<file path="src/rtl/sig_mon_pkg.sv">
// ============================================================================
// sig_mon_pkg : shared entry type, default parameters and helpers for
//               sig_change_monitor / mon_fifo.        Revision 1.0
// ============================================================================
`default_nettype none

package sig_mon_pkg;

  localparam int unsigned WIDTH_DEF  = 3;
  localparam int unsigned TS_W_DEF   = 16;
  localparam int unsigned DEPTH_DEF  = 8;
  localparam int unsigned DROP_CNT_W = 8;

  typedef struct packed {
    logic [TS_W_DEF-1:0]  ts;
    logic [WIDTH_DEF-1:0] val;
  } entry_t;

  // Saturating increment for the optional dropped-event counter.
  function automatic logic [DROP_CNT_W-1:0] sat_inc(input logic [DROP_CNT_W-1:0] v);
    return (&v) ? v : v + DROP_CNT_W'(1);
  endfunction

endpackage

`default_nettype wire

</file>
<file path="src/rtl/mon_fifo.sv">
// ============================================================================
// mon_fifo : synchronous FIFO with a registered head word, count and
//            full/empty flags; clr empties it.            Revision 1.0
// ============================================================================
`default_nettype none

module mon_fifo #(
  parameter int DW    = 19,
  parameter int DEPTH = 8
) (
  input  logic                     clk,
  input  logic                     rst_n,
  input  logic                     clr,
  input  logic                     push,
  input  logic [DW-1:0]            wdata,
  input  logic                     pop,
  output logic [DW-1:0]            rdata,
  output logic [$clog2(DEPTH):0]   count,
  output logic                     full,
  output logic                     empty
);

  localparam int AW = $clog2(DEPTH);
  localparam int CW = AW + 1;

  logic [DW-1:0] mem_q [DEPTH];
  logic [AW-1:0] wr_ptr_q, wr_ptr_d;
  logic [AW-1:0] rd_ptr_q, rd_ptr_d;
  logic [CW-1:0] count_q, count_d;
  logic [DW-1:0] rdata_q, rdata_d;

  logic          wr_en;
  logic          rd_en;
  logic [AW-1:0] rd_next;

  assign empty = (count_q == '0);
  assign full  = (count_q == CW'(DEPTH));
  assign rdata = rdata_q;
  assign count = count_q;

  always_comb begin
    wr_en    = push && (!full || pop) && !clr;
    rd_en    = pop && !empty && !clr;
    rd_next  = rd_ptr_q + AW'(1);
    wr_ptr_d = wr_ptr_q;
    rd_ptr_d = rd_ptr_q;
    count_d  = count_q;
    rdata_d  = rdata_q;

    if (clr) begin
      wr_ptr_d = '0;
      rd_ptr_d = '0;
      count_d  = '0;
    end else begin
      if (wr_en) wr_ptr_d = wr_ptr_q + AW'(1);
      if (rd_en) rd_ptr_d = rd_next;

      case ({wr_en, rd_en})
        2'b10:   count_d = count_q + CW'(1);
        2'b01:   count_d = count_q - CW'(1);
        default: count_d = count_q;
      endcase

      // The head register is refilled from the slot behind the popped one, or
      // straight from the write port when that slot is not yet occupied.
      if (empty && wr_en) begin
        rdata_d = wdata;
      end else if (rd_en) begin
        if (count_q > CW'(1)) rdata_d = mem_q[rd_next];
        else if (wr_en)       rdata_d = wdata;
      end
    end
  end

  always_ff @(posedge clk) begin
    if (wr_en) mem_q[wr_ptr_q] <= wdata;
  end

  always_ff @(posedge clk or negedge rst_n) begin
    if (!rst_n) begin
      wr_ptr_q <= '0;
      rd_ptr_q <= '0;
      count_q  <= '0;
      rdata_q  <= '0;
    end else begin
      wr_ptr_q <= wr_ptr_d;
      rd_ptr_q <= rd_ptr_d;
      count_q  <= count_d;
      rdata_q  <= rdata_d;
    end
  end

endmodule

`default_nettype wire

</file>
<file path="src/rtl/sig_change_monitor.sv">
// ============================================================================
// sig_change_monitor : timestamps every change of sig_in into an event FIFO.
// Optional macro SIG_MON_DROP_CNT_EN adds an 8-bit saturating drop_cnt.
// Revision 1.0
// ============================================================================
`default_nettype none

module sig_change_monitor
  import sig_mon_pkg::*;
#(
  parameter int WIDTH = WIDTH_DEF,
  parameter int TS_W  = TS_W_DEF,
  parameter int DEPTH = DEPTH_DEF
) (
  input  logic                    clk,
  input  logic                    rst_n,
  input  logic                    en,
  input  logic                    clr,
  input  logic [WIDTH-1:0]        sig_in,
  output logic                    out_valid,
  input  logic                    out_ready,
  output logic [TS_W-1:0]         out_ts,
  output logic [WIDTH-1:0]        out_val,
  output logic [$clog2(DEPTH):0]  count,
`ifdef SIG_MON_DROP_CNT_EN
  output logic                    overflow,
  output logic [DROP_CNT_W-1:0]   drop_cnt
`else
  output logic                    overflow
`endif
);

  localparam int DW = TS_W + WIDTH;

  typedef struct packed {
    logic [TS_W-1:0]  ts;
    logic [WIDTH-1:0] val;
  } mon_entry_t;

  logic [TS_W-1:0]  ts_q, ts_d;
  logic [WIDTH-1:0] sig_q, sig_d;
  logic             primed_q, primed_d;
  logic             overflow_q, overflow_d;
`ifdef SIG_MON_DROP_CNT_EN
  logic [DROP_CNT_W-1:0] drop_cnt_q, drop_cnt_d;
`endif

  logic       evt;
  logic       pop;
  logic       drop;
  logic       fifo_full;
  logic       fifo_empty;
  mon_entry_t wr_entry;
  mon_entry_t rd_entry;

  assign pop       = out_valid && out_ready;
  assign out_valid = !fifo_empty;
  assign out_ts    = rd_entry.ts;
  assign out_val   = rd_entry.val;
  assign overflow  = overflow_q;
`ifdef SIG_MON_DROP_CNT_EN
  assign drop_cnt  = drop_cnt_q;
`endif

  always_comb begin
    // An unprimed monitor logs the current value once, changed or not.
    evt          = en && !clr && (!primed_q || (sig_in != sig_q));
    drop         = evt && fifo_full && !pop;
    wr_entry.ts  = ts_q;
    wr_entry.val = sig_in;

    ts_d       = clr ? '0 : ts_q + TS_W'(1);
    sig_d      = (en && !clr) ? sig_in : sig_q;
    primed_d   = clr ? 1'b0 : (primed_q || en);
    overflow_d = clr ? 1'b0 : (overflow_q || drop);
`ifdef SIG_MON_DROP_CNT_EN
    drop_cnt_d = drop_cnt_q;
    if (clr)       drop_cnt_d = '0;
    else if (drop) drop_cnt_d = sat_inc(drop_cnt_q);
`endif
  end

  always_ff @(posedge clk or negedge rst_n) begin
    if (!rst_n) begin
      ts_q       <= '0;
      sig_q      <= '0;
      primed_q   <= 1'b0;
      overflow_q <= 1'b0;
`ifdef SIG_MON_DROP_CNT_EN
      drop_cnt_q <= '0;
`endif
    end else begin
      ts_q       <= ts_d;
      sig_q      <= sig_d;
      primed_q   <= primed_d;
      overflow_q <= overflow_d;
`ifdef SIG_MON_DROP_CNT_EN
      drop_cnt_q <= drop_cnt_d;
`endif
    end
  end

  mon_fifo #(
    .DW    (DW),
    .DEPTH (DEPTH)
  ) u_fifo (
    .clk   (clk),
    .rst_n (rst_n),
    .clr   (clr),
    .push  (evt),
    .wdata (wr_entry),
    .pop   (pop),
    .rdata (rd_entry),
    .count (count),
    .full  (fifo_full),
    .empty (fifo_empty)
  );

endmodule

`default_nettype wire
</file>
<file path="config.mk">
export PLATFORM = sky130hd
export DESIGN_NAME = sig_change_monitor
export DESIGN_NICKNAME = d
export VERILOG_FILES = /design/src/rtl/sig_mon_pkg.sv /design/src/rtl/mon_fifo.sv /design/src/rtl/sig_change_monitor.sv
export SDC_FILE = /design/constraint.sdc
export NUM_CORES = 1
export LEC_CHECK = 0
export ABC_CLOCK_PERIOD_IN_PS = 4700
export CAP_MARGIN = 0
export CORE_AREA = 2 2 198 103
export CTS_CLUSTER_DIAMETER = 150
export DETAILED_ROUTE_END_ITERATION = 8
export DIE_AREA = 0 0 200 105
export GPL_TIMING_DRIVEN = 0
export PLACE_DENSITY_LB_ADDON = 0.3
export SYNTH_ARGS = -nofsm -noshare
export SYNTH_HDL_FRONTEND = slang
export SYNTH_HIERARCHICAL = 1
export SYNTH_SLANG_ARGS = --single-unit
</file>
<file path="constraint.sdc">
create_clock -name clk -period 4.7 [get_ports clk]
set_input_delay 0.705 -clock clk [delete_from_list [all_inputs] [get_ports clk]]
set_output_delay 0.705 -clock clk [all_outputs]
set_load 0.01 [all_outputs]
</file>
# Word level (Yosys, flattened, before mapping)

Memories as Yosys holds them, arrays and structs flattened.
Cells that the tools add are included.

Register bits: 50
Memories: 1
Memory bits (writable): 152
Bits of input ports: 8
Logic and storage cells: 61
Output and inout bits: 25

Memories:

| memory       | depth | bits a word | read ports | clocked after memory_dff | write ports | RTL line       | source |
|---|---|---|---|---|---|---|---|
| u_fifo.mem_q | 8     | 19          | 1          | 0                        | 1           | mon_fifo.sv:26 | `logic [DW-1:0] mem_q [DEPTH];` |

Mux-type cells: 15
Eq/ne operators: 4
Order comparisons: 1
Bitwise operators: 1
Reductions and logical operators: 26
Add/sub/neg operators: 5

Operator list:

| cell                    | number |
|---|---|
| $mux W19                | 4 |
| $add A16 B1 Y16 const B | 1 |
| $mux W16                | 1 |
| $mux W3                 | 4 |
| $logic_and A1 B1 Y1     | 10 |
| $pmux W4 S2             | 1 |
| $add A3 B1 Y3 const B   | 2 |
| $reduce_bool A2 Y1      | 3 |
| $reduce_bool A3 Y1      | 2 |
| $logic_not A1 Y1        | 5 |
| $add A4 B1 Y4 const B   | 1 |
| $eq A4 B4 Y1 const B    | 1 |
| $gt A4 B1 Y1 const B    | 1 |
| $logic_not A4 Y1        | 1 |
| $logic_or A1 B1 Y1      | 4 |
| $mux W1                 | 4 |
| $mux W4                 | 1 |
| $sub A4 B1 Y4 const B   | 1 |
| $ne A3 B3 Y1            | 1 |
| $reduce_and A3 Y1       | 1 |
| $eq A2 B1 Y1 const B    | 1 |
| $eq A2 B2 Y1 const B    | 1 |
| $not A1 Y1              | 1 |

# Depth between registers and ports, before layout

Gate-level depths: netlist (run 1).

Depth after elaboration: 10
Depth in mapped cells: 11
Mapped depth without buffers: 9

# Hierarchy

Netlist (run 1), hierarchy kept.

Modules (own cells, without submodules):

| module             | area an instance (µm²) | times used | sequential area each (µm²) | cells an instance |
|---|---|---|---|---|
| mon_fifo           | 7488.4                 | 1          | 5290.1                     | 460 |
| sig_change_monitor | 1037.2                 | 1          | 525.5                      | 98 |

# Worst setup path before layout (run 1)

No wires, ideal clock.

Path type: register -> register
Start: register u_fifo.count_q[0], in the netlist u_fifo/count[0]
End: memory u_fifo.mem_q[1][0] (enable)
Clock period less this slack: 3591 ps
Buffers on the path: 1
Library setup time: 419 ps
Required time: 4281 ps
Path slack: 1109 ps
Stages on the path, launching flop included: 10
Arrival time: 3172 ps
Cell sequence: dfrtp_1 > inv_1 > ha_1 > or3b_4 > clkinv_2 > nor2b_1 > o21a_1 > buf_2 > nand3_1 > nor3_1

Longest elaborated chain between the ends: 8
Elaborated cells on any way between the ends: 10
Classes of those cells: 1 x eq/ne; 2 x mux; 7 x reduce/logical

Ends and longest elaborated chain:

| what                             | RTL line                 | source |
|---|---|---|
| start: declaration               | mon_fifo.sv:29           | `logic [CW-1:0] count_q, count_d;` |
| start signal: assignment         | mon_fifo.sv:88           | `count_q <= count_d;` |
| $logic_not A4 Y1                 | mon_fifo.sv:36           | `assign empty = (count_q == '0);` |
| via fifo_empty                   | sig_change_monitor.sv:52 | `logic fifo_empty;` |
| $logic_not A1 Y1                 | sig_change_monitor.sv:57 | `assign out_valid = !fifo_empty;` |
| $logic_and A1 B1 Y1              | sig_change_monitor.sv:56 | `assign pop = out_valid && out_ready;` |
| via pop                          | sig_change_monitor.sv:49 | `logic pop;` |
| $logic_or A1 B1 Y1               | mon_fifo.sv:42           | `wr_en = push && (!full \|\| pop) && !clr;` |
| $logic_and A1 B1 Y1 (2 in a row) | mon_fifo.sv:42           |  |
| $mux W1                          | mon_fifo.sv:76           | `if (wr_en) mem_q[wr_ptr_q] <= wdata;` |
| $mux W1 (not written as such)    | mon_fifo.sv:76           |  |
| end: declaration                 | mon_fifo.sv:26           |  |

The timed path passes the listed nets, and every way through them passes these cells.

# Worst setup path after layout (run 1)

Start: input clr
End: memory u_fifo.mem_q[5][14] (enable)

Longest elaborated chain between the ends: 7

Ends and longest elaborated chain:

| what                             | RTL line                 | source |
|---|---|---|
| start: declaration               | sig_change_monitor.sv:18 | `input logic clr,` |
| $logic_not A1 Y1                 | sig_change_monitor.sv:67 | `evt = en && !clr && (!primed_q \|\| (sig_in != sig_q));` |
| $logic_and A1 B1 Y1 (2 in a row) | sig_change_monitor.sv:67 |  |
| via evt                          | sig_change_monitor.sv:48 | `logic evt;` |
| $logic_and A1 B1 Y1 (2 in a row) | mon_fifo.sv:42           |  |
| $mux W1                          | mon_fifo.sv:76           |  |
| $mux W1 (not written as such)    | mon_fifo.sv:76           |  |

The timed path passes the listed nets, and every way through them passes these cells.

==> results.ini, run 1 <==
[status]
outcome = complete, no violations

[sta]
rsz0062_at_grt = false
max_clock_freq_ghz = 0.2899
post-route-min-period_ps = 3449
finalMaxSlewViolations = 0
finalCritPeriodShare_pct = 73.39
finalClockSkew_ps = 17.01
hold_viol_final = 0
finalSetupTns_ps = 0
tightestPinTransition_ps = 1156
maxSlewHeadroom_pct = 22.80
finalSetupViolCount = 0

[synth]
synth_area_per_cell_sq_um = 15.28
synth_area_leaders = edfxtp_1 54%, dfrtp_1 15%, mux2_2 5.5%, mux2i_1 4.7%, a221o_1 2.2%
synth-main-ff-cell = edfxtp_1
yosysWarnings = 6
syn_nets = 573
yosys.area.top_type = edfxtp_1
ys_seq_elements = 202
synth_edf_count = 152
synth.distinct_cells = 52
synthArstFlopShare_pct = 24.75
syn_area_sq_mm = 0.008526
syn_inst = 558
seq_area_frac_synth_pct = 68.21
yosysTopAreaCellShare_pct = 53.54

[clock_tree]
post-cts-setup-buffers = 0
clk_latency_ps = 490
hold_buffers = 0
h-tree-depth = 1
cts_resized = 0
cts_buffers = 19
cts-root-buf = clkbuf_16
cts.reportedPaths.clkPinSlew_ps = 70
cts.sinks = 202
cts_max_path_buffers = 3
cts_tree = done

[setup_path]
worstPathRequired_ps = 4900
rr_worst_depth = 10
r2r_slack_ps = 1280
crit_type = in2reg
critPathMaxFanout = 11
critPathCaptureType = flop
startpoint_type = input pin
worstPathArrival_ps = 3650

[hold_path]
hold_path_class = in2async

[cells_and_area]
multi_input_area_sq_mm = 0.002474
syn_to_final_growth_pct = 16.92
nNetsFinal = 637
finalNonFillerCells = 901
ff_latch_area_sq_mm = 0.005816
num-fill-cells = 1577
drive_above_1_share_pct = 20.82

[detailed_routing]
drt_iter0_markers = 461
vias_per_cell = 5.492
drtPass1Iterations = 5
dr_total_vias = 4948
routed_wl_um = 20080
antenna_left = 0
drc = 0
avgRoutedWirePerCell_um = 22.29

[grt]
grt_max_degree = 29
grt_pass1_vias = 4930
grt-ovfl-total = 0
grt_pass1_wl_um = 30210
antenna_found_initial = 0
track_usage_pct = 19.69

[placed_design]
dp_cells = 867
gp_congestion = 0.7898
dpl.hpwl_um = 13570
numPortBuffers = 32

[floorplan]
io_pins = 33
die_y_um = 105
core_sq_mm = 0.01914
start_util_pct = 44.54
dieArea_sq_mm = 0.02100
fp.dieW_um = 200
fp-row-count = 36

[job]
cap_violations = 0

[power]
power.density_mw_per_mm2 = 363.5
vdd_drop_max_mv = 0.1854
leakagePower_nw = 3.424

==> cells in the final DEF (no fill, tap or decap), types with 13 or more instances in the layout <==
cell,instances
xnor2_1,15
nand2_1,30
o22ai_1,18
edfxtp_1,152
mux2_2,42
dfrtp_1,50
mux2i_1,40
buf_2,13
inv_1,27
clkdlybuf4s50_1,31
a221o_1,19
clkbuf_16,19
nor2_1,28
==> final timing paths <==
| kind | startpoint | to |
|---|---|---|
| max in group asynchronous | rst_n | u_fifo/rdata[3]$_DFFE_PN0P_ |
| worst max-delay path | clr | u_fifo/mem_q[5][14]$_DFFE_PP_ |
| worst min-delay path | rst_n | ts_q[7]$_DFF_PN0_ |
| worst max register to register | u_fifo/count[0]$_DFFE_PN0P_ | u_fifo/mem_q[5][14]$_DFFE_PP_ |
| min in group clk | overflow$_DFF_PN0_ | overflow$_DFF_PN0_ |
| worst min register to register | overflow$_DFF_PN0_ | overflow$_DFF_PN0_ |
==> state kept, by name, summed over array words and instances, names as in the netlist <==
signal           cells
u_fifo/wr_ptr_q      3
sig_q                3
ts_q                16
u_fifo/rd_ptr_q      3
overflow             1
u_fifo/count         4
primed_q             1
u_fifo/rdata        19
u_fifo/mem_q       152
==> synth_stat cells, types with 3 or more instances <==
master and number:
edfxtp_1 152, dfrtp_1 50, mux2_2 42, mux2i_1 40
nor2_1 34, nand2_1 30, inv_1 27, a221o_1 19
o22ai_1 18, xnor2_1 15, buf_2 12, nand3_1 10
o221ai_2 10, clkbuf_1 9, o221ai_1 9, ha_1 7
nor2b_1 7, nor3_1 7, xor2_1 6, a21oi_1 5
nand2b_1 4, o21ai_0 4, or3_1 4, a31oi_1 3
==> report_power, final <==
part / total (mW) / internal (mW) / switching [mW]
Sequential: 1.97 / 1.94 / 0.0252
Combinational: 0.188 / 0.0855 / 0.102
Clock: 1.47 / 0.813 / 0.658
Total: 3.62 / 2.84 / 0.785
==> metrics by stage <==
step / hold slack (ps) / setup WS [ps] / power, mW / area [sq um] / utilization (%)
floorplan: 409.4 / 1109 / 2.095 / 8526 / -
global placement: 493.6 / -758.1 / 2.180 / 9179 / 47.95
detailed placement: 506.8 / 764.8 / 2.192 / 9383 / 49.01
CTS: 274.4 / 1286 / 3.644 / 9966 / 52.06
global route: 296.4 / 1092 / 3.730 / 9966 / 52.06
finish: 261.8 / 1251 / 3.624 / 9968 / 52.07
==> critical path: stages <==
cell	delay, ps
clkdlybuf4s50_1	590
nor2b_1	390
and2_1	180
buf_2	220
o21a_1	150
buf_2	200
nand3_1	250
nor2_2	720
buf_16	230
==> kinds of logic after synthesis <==
family	count (synthesis)	share of synthesized area [%]
muxes	83	10.38
DFF	202	68.21
adders and majority gates	7	1.027
xor gates and xnor gates	21	2.157
buffers and inverters	55	3.067
and+or+nand+nor	113	6.986
AOI/OAI and AO/OA	77	8.174
==> layer usage <==
metal | part of all wire, % | global-route usage, % | vias to the layer above | routed length [um]
met2 | 42 | 28.37 | 165 | 8401
met5 | 0 | 0 | - | 0
met1 | 49 | 30.68 | 2506 | 9830
li1 | - | - | 2250 | -
met3 | 7.8 | 4.132 | 27 | 1566
met4 | 1.4 | 3.598 | 0 | 285
==> cell type report <==
class | count | area share [%]
Antenna cell | 1 | 0.02510
Buffer | 27 | 1.556
Clock buffer | 20 | 4.908
Clock inverter | 13 | 0.9414
Inverter | 28 | 1.067
Multi-Input combinational cell | 301 | 24.81
Sequential cell | 202 | 58.34
Tap cell | 266 | 3.339
Timing Repair Buffer | 43 | 5.008
Note: power is estimated with default switching activity, not from simulation.
==> run 2, diff against run 1 <==
- ABC_CLOCK_PERIOD_IN_PS: 4700 -> 3000
- clock period: 4.7 -> 3 ns (I/O delays scaled with it)
==> results.ini, run 2 (synthesized netlist as in run 1, its figures left out) <==
[floorplan]
fp.dieW_um = 200
dieArea_sq_mm = 0.02100
start_util_pct = 44.54
io_pins = 33
core_sq_mm = 0.01914
fp-row-count = 36
die_y_um = 105

[grt]
grt_max_degree = 27
track_usage_pct = 19.36
antenna_found_initial = 0
grt_pass1_vias = 4942
grt-ovfl-total = 0
grt_pass1_wl_um = 29790

[status]
outcome = complete, no violations

[power]
power.density_mw_per_mm2 = 550.5
leakagePower_nw = 3.437
vdd_drop_max_mv = 0.3205

[setup_path]
r2r_slack_ps = 150
startpoint_type = flop
critPathCaptureType = flop
worstPathRequired_ps = 3180
worstReg2RegEnd = u_fifo/mem_q[0][0]$_DFFE_PP_
critPathMaxFanout = 8
worstPathArrival_ps = 3030
rr_worst_depth = 10
crit_type = reg2reg
r2r-start = u_fifo/count[0]$_DFFE_PN0P_

[cells_and_area]
ff_latch_area_sq_mm = 0.005816
mostFrequentLayoutCells = 152 x edfxtp_1, 50 x dfrtp_1, 42 x mux2_2, 40 x mux2i_1, 31 x clkdlybuf4s50_1
multi_input_area_sq_mm = 0.002535
syn_to_final_growth_pct = 18.04
largest_reg_flops = 152
regMostFlops = u_fifo/mem_q
num-fill-cells = 1544
layout_commonest_cell = edfxtp_1
drive_above_1_share_pct = 21.88
utilization_pct = 52.57
finalNonFillerCells = 908
nNetsFinal = 643

[detailed_routing]
drt_iter0_markers = 495
vias_per_cell = 5.502
routed_wl_um = 19660
drtPass1Iterations = 5
drc = 0
avgRoutedWirePerCell_um = 21.65
antenna_left = 0
dr_total_vias = 4996

[clock_tree]
cts.reportedPaths.clkPinSlew_ps = 60
cts_max_path_buffers = 3
clk_latency_ps = 480
h-tree-depth = 1
hold_buffers = 0
cts-root-buf = clkbuf_16
cts_tree = done
cts.sinks = 202
cts_buffers = 19

[placed_design]
dp_cells = 865
gp_congestion = 0.7636
dpl.hpwl_um = 13080
numPortBuffers = 32

[sta]
tightestPinTransition_ps = 1108
finalCritPeriodShare_pct = 94.90
finalSetupViolCount = 0
maxSlewHeadroom_pct = 26.01
max_clock_freq_ghz = 0.3513
finalClockSkew_ps = 11.59
rsz0062_at_grt = false
finalMaxSlewViolations = 0
finalSetupTns_ps = 0
post-route-min-period_ps = 2847
fin_hold_ws_ps = 31.38
hold_viol_final = 0

[hold_path]
hold_path_class = in2async

[job]
cap_violations = 0

## run 2: cell count changes in the layout (fill, tap and decap cells not counted), moves of 3 or more
cell / change
nor2_2: -6
nor2_4: +6
buf_6: -3
buf_4: +7
clkbuf_1: +4
## run 2: worst max-delay path by stage
stage                           startpoint                       endpoint  slack, ps  cells past startpoint
2_1_floorplan  u_fifo/count[0]$_DFFE_PN0P_   u_fifo/mem_q[7][0]$_DFFE_PP_        -90                      9
3_3_place_gp                           clr  u_fifo/mem_q[3][13]$_DFFE_PP_      -1340                      8
3_5_place_dp                           clr  u_fifo/mem_q[5][12]$_DFFE_PP_       -590                      9
4_1_cts        u_fifo/count[0]$_DFFE_PN0P_  u_fifo/mem_q[4][18]$_DFFE_PP_       -200                     10
5_1_grt        u_fifo/count[0]$_DFFE_PN0P_   u_fifo/mem_q[0][0]$_DFFE_PP_          7                     10
6_report       u_fifo/count[0]$_DFFE_PN0P_   u_fifo/mem_q[0][0]$_DFFE_PP_        150                     10
## run 2: power breakdown
| part | switching [mW] | internal (mW) | leakage (nW) |
|---|---|---|---|
| registers | 0.0415 | 3.04 | 2.08 |
| logic | 0.164 | 0.137 | 1.09 |
| clock network | 0.983 | 1.17 | 0.267 |
| total | 1.19 | 4.35 | 3.44 |
## run 2: cell type report
type | instances | area share (%)
diodes | 2 | 0.04973
plain buffers | 26 | 1.517
clock buffers | 25 | 4.948
clock inverters | 8 | 0.4476
inverters | 28 | 1.057
multi-input cells | 301 | 25.19
flip-flops and latches | 202 | 57.79
well taps | 266 | 3.307
repair buffers | 50 | 5.694
## run 2: stage by stage
stage | power [mW] | instance area (sq um) | setup WS, ps
detailed placement | 3.434 | 9376 | -590.9
finish | 5.540 | 10060 | 153.0
global route | 5.739 | 10060 | 6.843
global placement | 3.415 | 9189 | -1342
CTS | 5.586 | 9995 | -201.9
floorplan | 3.282 | 8536 | -89.96
## run 2: metal layers
metal  part of all wire, %  GRT usage, %
met5                     0             0
met4                   1.3         2.910
met3                   7.9         4.906
met2                    44         28.55
met1                    47         29.32
## run 2: worst max-delay path, stage by stage (launching register included)
cell and delay, ps:
dfrtp_1 470, inv_1 100, ha_1 260, or3b_4 280, clkinv_2 100, nor2b_4 190, o21a_1 140, buf_2 230
nand3_2 250, nor3_4 310, buf_4 220
## run 2: what timing repair did
item,in CTS,in global routing
resized for setup,6,6
setup buffers,4,5
pin swaps,3,6
endpoints found under the setup margin,162,128
==> run 3, diff against run 2 <==
- REMOVE_ABC_BUFFERS: default -> 1
==> results.ini, run 3 (synthesized netlist as in run 1, its figures left out) <==
[status]
outcome = complete, no violations

[cells_and_area]
layout_commonest_cell = edfxtp_1
drive_above_1_share_pct = 21.92
diodes = 0
regMostFlops = u_fifo/mem_q
syn_to_final_growth_pct = 19.05
nNetsFinal = 630
utilization_pct = 53.02
finalNonFillerCells = 891
mostFrequentLayoutCells = 152 x edfxtp_1, 49 x dfrtp_1, 42 x mux2_2, 40 x mux2i_1
largest_reg_flops = 152

[placed_design]
dp_cells = 843
dpl.hpwl_um = 11640
dpl_worst_slack_ps = -1680
gp_congestion = 0.7451
numPortBuffers = 32

[setup_path]
rr_worst_depth = 5
critPathMaxFanout = 33
critPathCaptureType = flop
crit_type = reg2reg
critPathLaunch = u_fifo/rd_ptr_q[0]$_DFFE_PN0P_
critical_path.endpoint = u_fifo/rdata[3]$_DFFE_PN0P_
worstReg2RegEnd = u_fifo/rdata[3]$_DFFE_PN0P_
worstPathArrival_ps = 3140
startpoint_type = flop
r2r-start = u_fifo/rd_ptr_q[0]$_DFFE_PN0P_
worstPathRequired_ps = 3310
r2r_slack_ps = 160

[sta]
max_clock_freq_ghz = 0.3525
hold_viol_final = 0
finalSetupTns_ps = 0
finalCritPeriodShare_pct = 94.56
finalSetupViolCount = 0
maxSlewHeadroom_pct = 22.43
worst_slack_ps = 163.3
finalMaxSlewViolations = 0
post-route-min-period_ps = 2837
rsz0062_at_grt = false
tightestPinTransition_ps = 1161
finalClockSkew_ps = 8.848

[clock_tree]
clk_latency_ps = 480
cts_tree = done
h-tree-depth = 1
cts.reportedPaths.clkPinSlew_ps = 60
cts_buffers = 19
cts_max_path_buffers = 3
cts.sinks = 202
cts-root-buf = clkbuf_16

[detailed_routing]
dr_total_vias = 4896
avgRoutedWirePerCell_um = 21.44
drt_iter0_markers = 418
antenna_left = 0
routed_wl_um = 19100
drtPass1Iterations = 4
vias_per_cell = 5.495
drc = 0

[floorplan]
io_pins = 33
die_y_um = 105
dieArea_sq_mm = 0.02100
core_sq_mm = 0.01914
fp.dieW_um = 200
start_util_pct = 44.54
fp-row-count = 36

[power]
leakagePower_nw = 3.430
power.density_mw_per_mm2 = 540.8
vdd_drop_max_mv = 0.2875

[grt]
grt_pass1_wl_um = 29260
track_usage_pct = 18.79
top_usage_layer = met2
antenna_found_initial = 0
grt-ovfl-total = 0
gr-usage-met3_pct = 3.099
met2_usage_pct = 29.44
grt_util_met1_pct = 27.23
grt_max_degree = 48
grt_pass1_vias = 5021

[hold_path]
hold_path_class = in2async

[job]
cap_violations = 0

[run 3: changes by cell type in the layout (fill, tap and decap cells not counted), sizes merged]
cell and change:
buf -5, clkbuf -5, clkinv -4, diode -2, clkdlybuf4s15 +1, clkdlybuf4s50 -1
clkinvlp -1
[run 3: cell type report]
type,count,area [sq um]
timing repair buffer,63,807.0
clock buffer,28,509.2
sequential,202,5819
multi-input combinational,301,2562
clock inverter,3,12.51
tap,266,332.8
fill,1533,8994
inverter,28,106.4
[run 3: critical path, stage by stage (launching register included)]
cell	delay [ps]
dfrtp_4	700
ha_1	340
xnor2_1	230
nand2_1	720
o22ai_1	490
o221ai_1	170
[run 3: how the worst min path moves through the flow]
stage | cells past startpoint | slack, ps | to | start
after global placement | 2 | 480 | primed_q$_DFF_PN0_ | primed_q$_DFF_PN0_
after detailed placement | 2 | 500 | overflow$_DFF_PN0_ | overflow$_DFF_PN0_
final | 1 | 50 | u_fifo/count[0]$_DFFE_PN0P_ | rst_n
after floorplan | 0 | 150 | overflow$_DFF_PN0_ | rst_n
after global routing | 1 | 100 | u_fifo/count[0]$_DFFE_PN0P_ | rst_n
after CTS | 1 | 60 | u_fifo/count[0]$_DFFE_PN0P_ | rst_n
[run 3: report_power, final]
part / switching, mW / internal, mW / leakage, nW / total (mW)
Sequential: 0.0425 / 3.04 / 2.08 / 3.08
Clock: 0.939 / 1.17 / 0.252 / 2.11
Combinational: 0.162 / 0.137 / 1.10 / 0.299
[run 3: routing by layer]
metal  part of all wire (%)  vias to the layer above
met5                      0                        -
met4                    2.5                        0
met3                    4.3                       33
met2                     45                      117
met1                     48                     2519
li1                       -                     2227
[run 3: timing repair]
action                     in CTS  in global routing
setup endpoints to repair     176                 41
hold endpoints to repair        0                  0
gates resized for setup        17                  5
pin swaps                       8                  1
buffers inserted               17                  0
hold buffers                    0                  0
[run 3: through the flow]
step | instance area (sq um) | power [mW] | hold slack, ps
3_5_place_dp | 9348 | 3.426 | 496.9
5_1_grt | 10150 | 5.680 | 103.3
2_1_floorplan | 8371 | 3.271 | 154.4
3_3_place_gp | 9024 | 3.405 | 480.4
6_report | 10150 | 5.489 | 47.52
4_1_cts | 10140 | 5.545 | 61.30
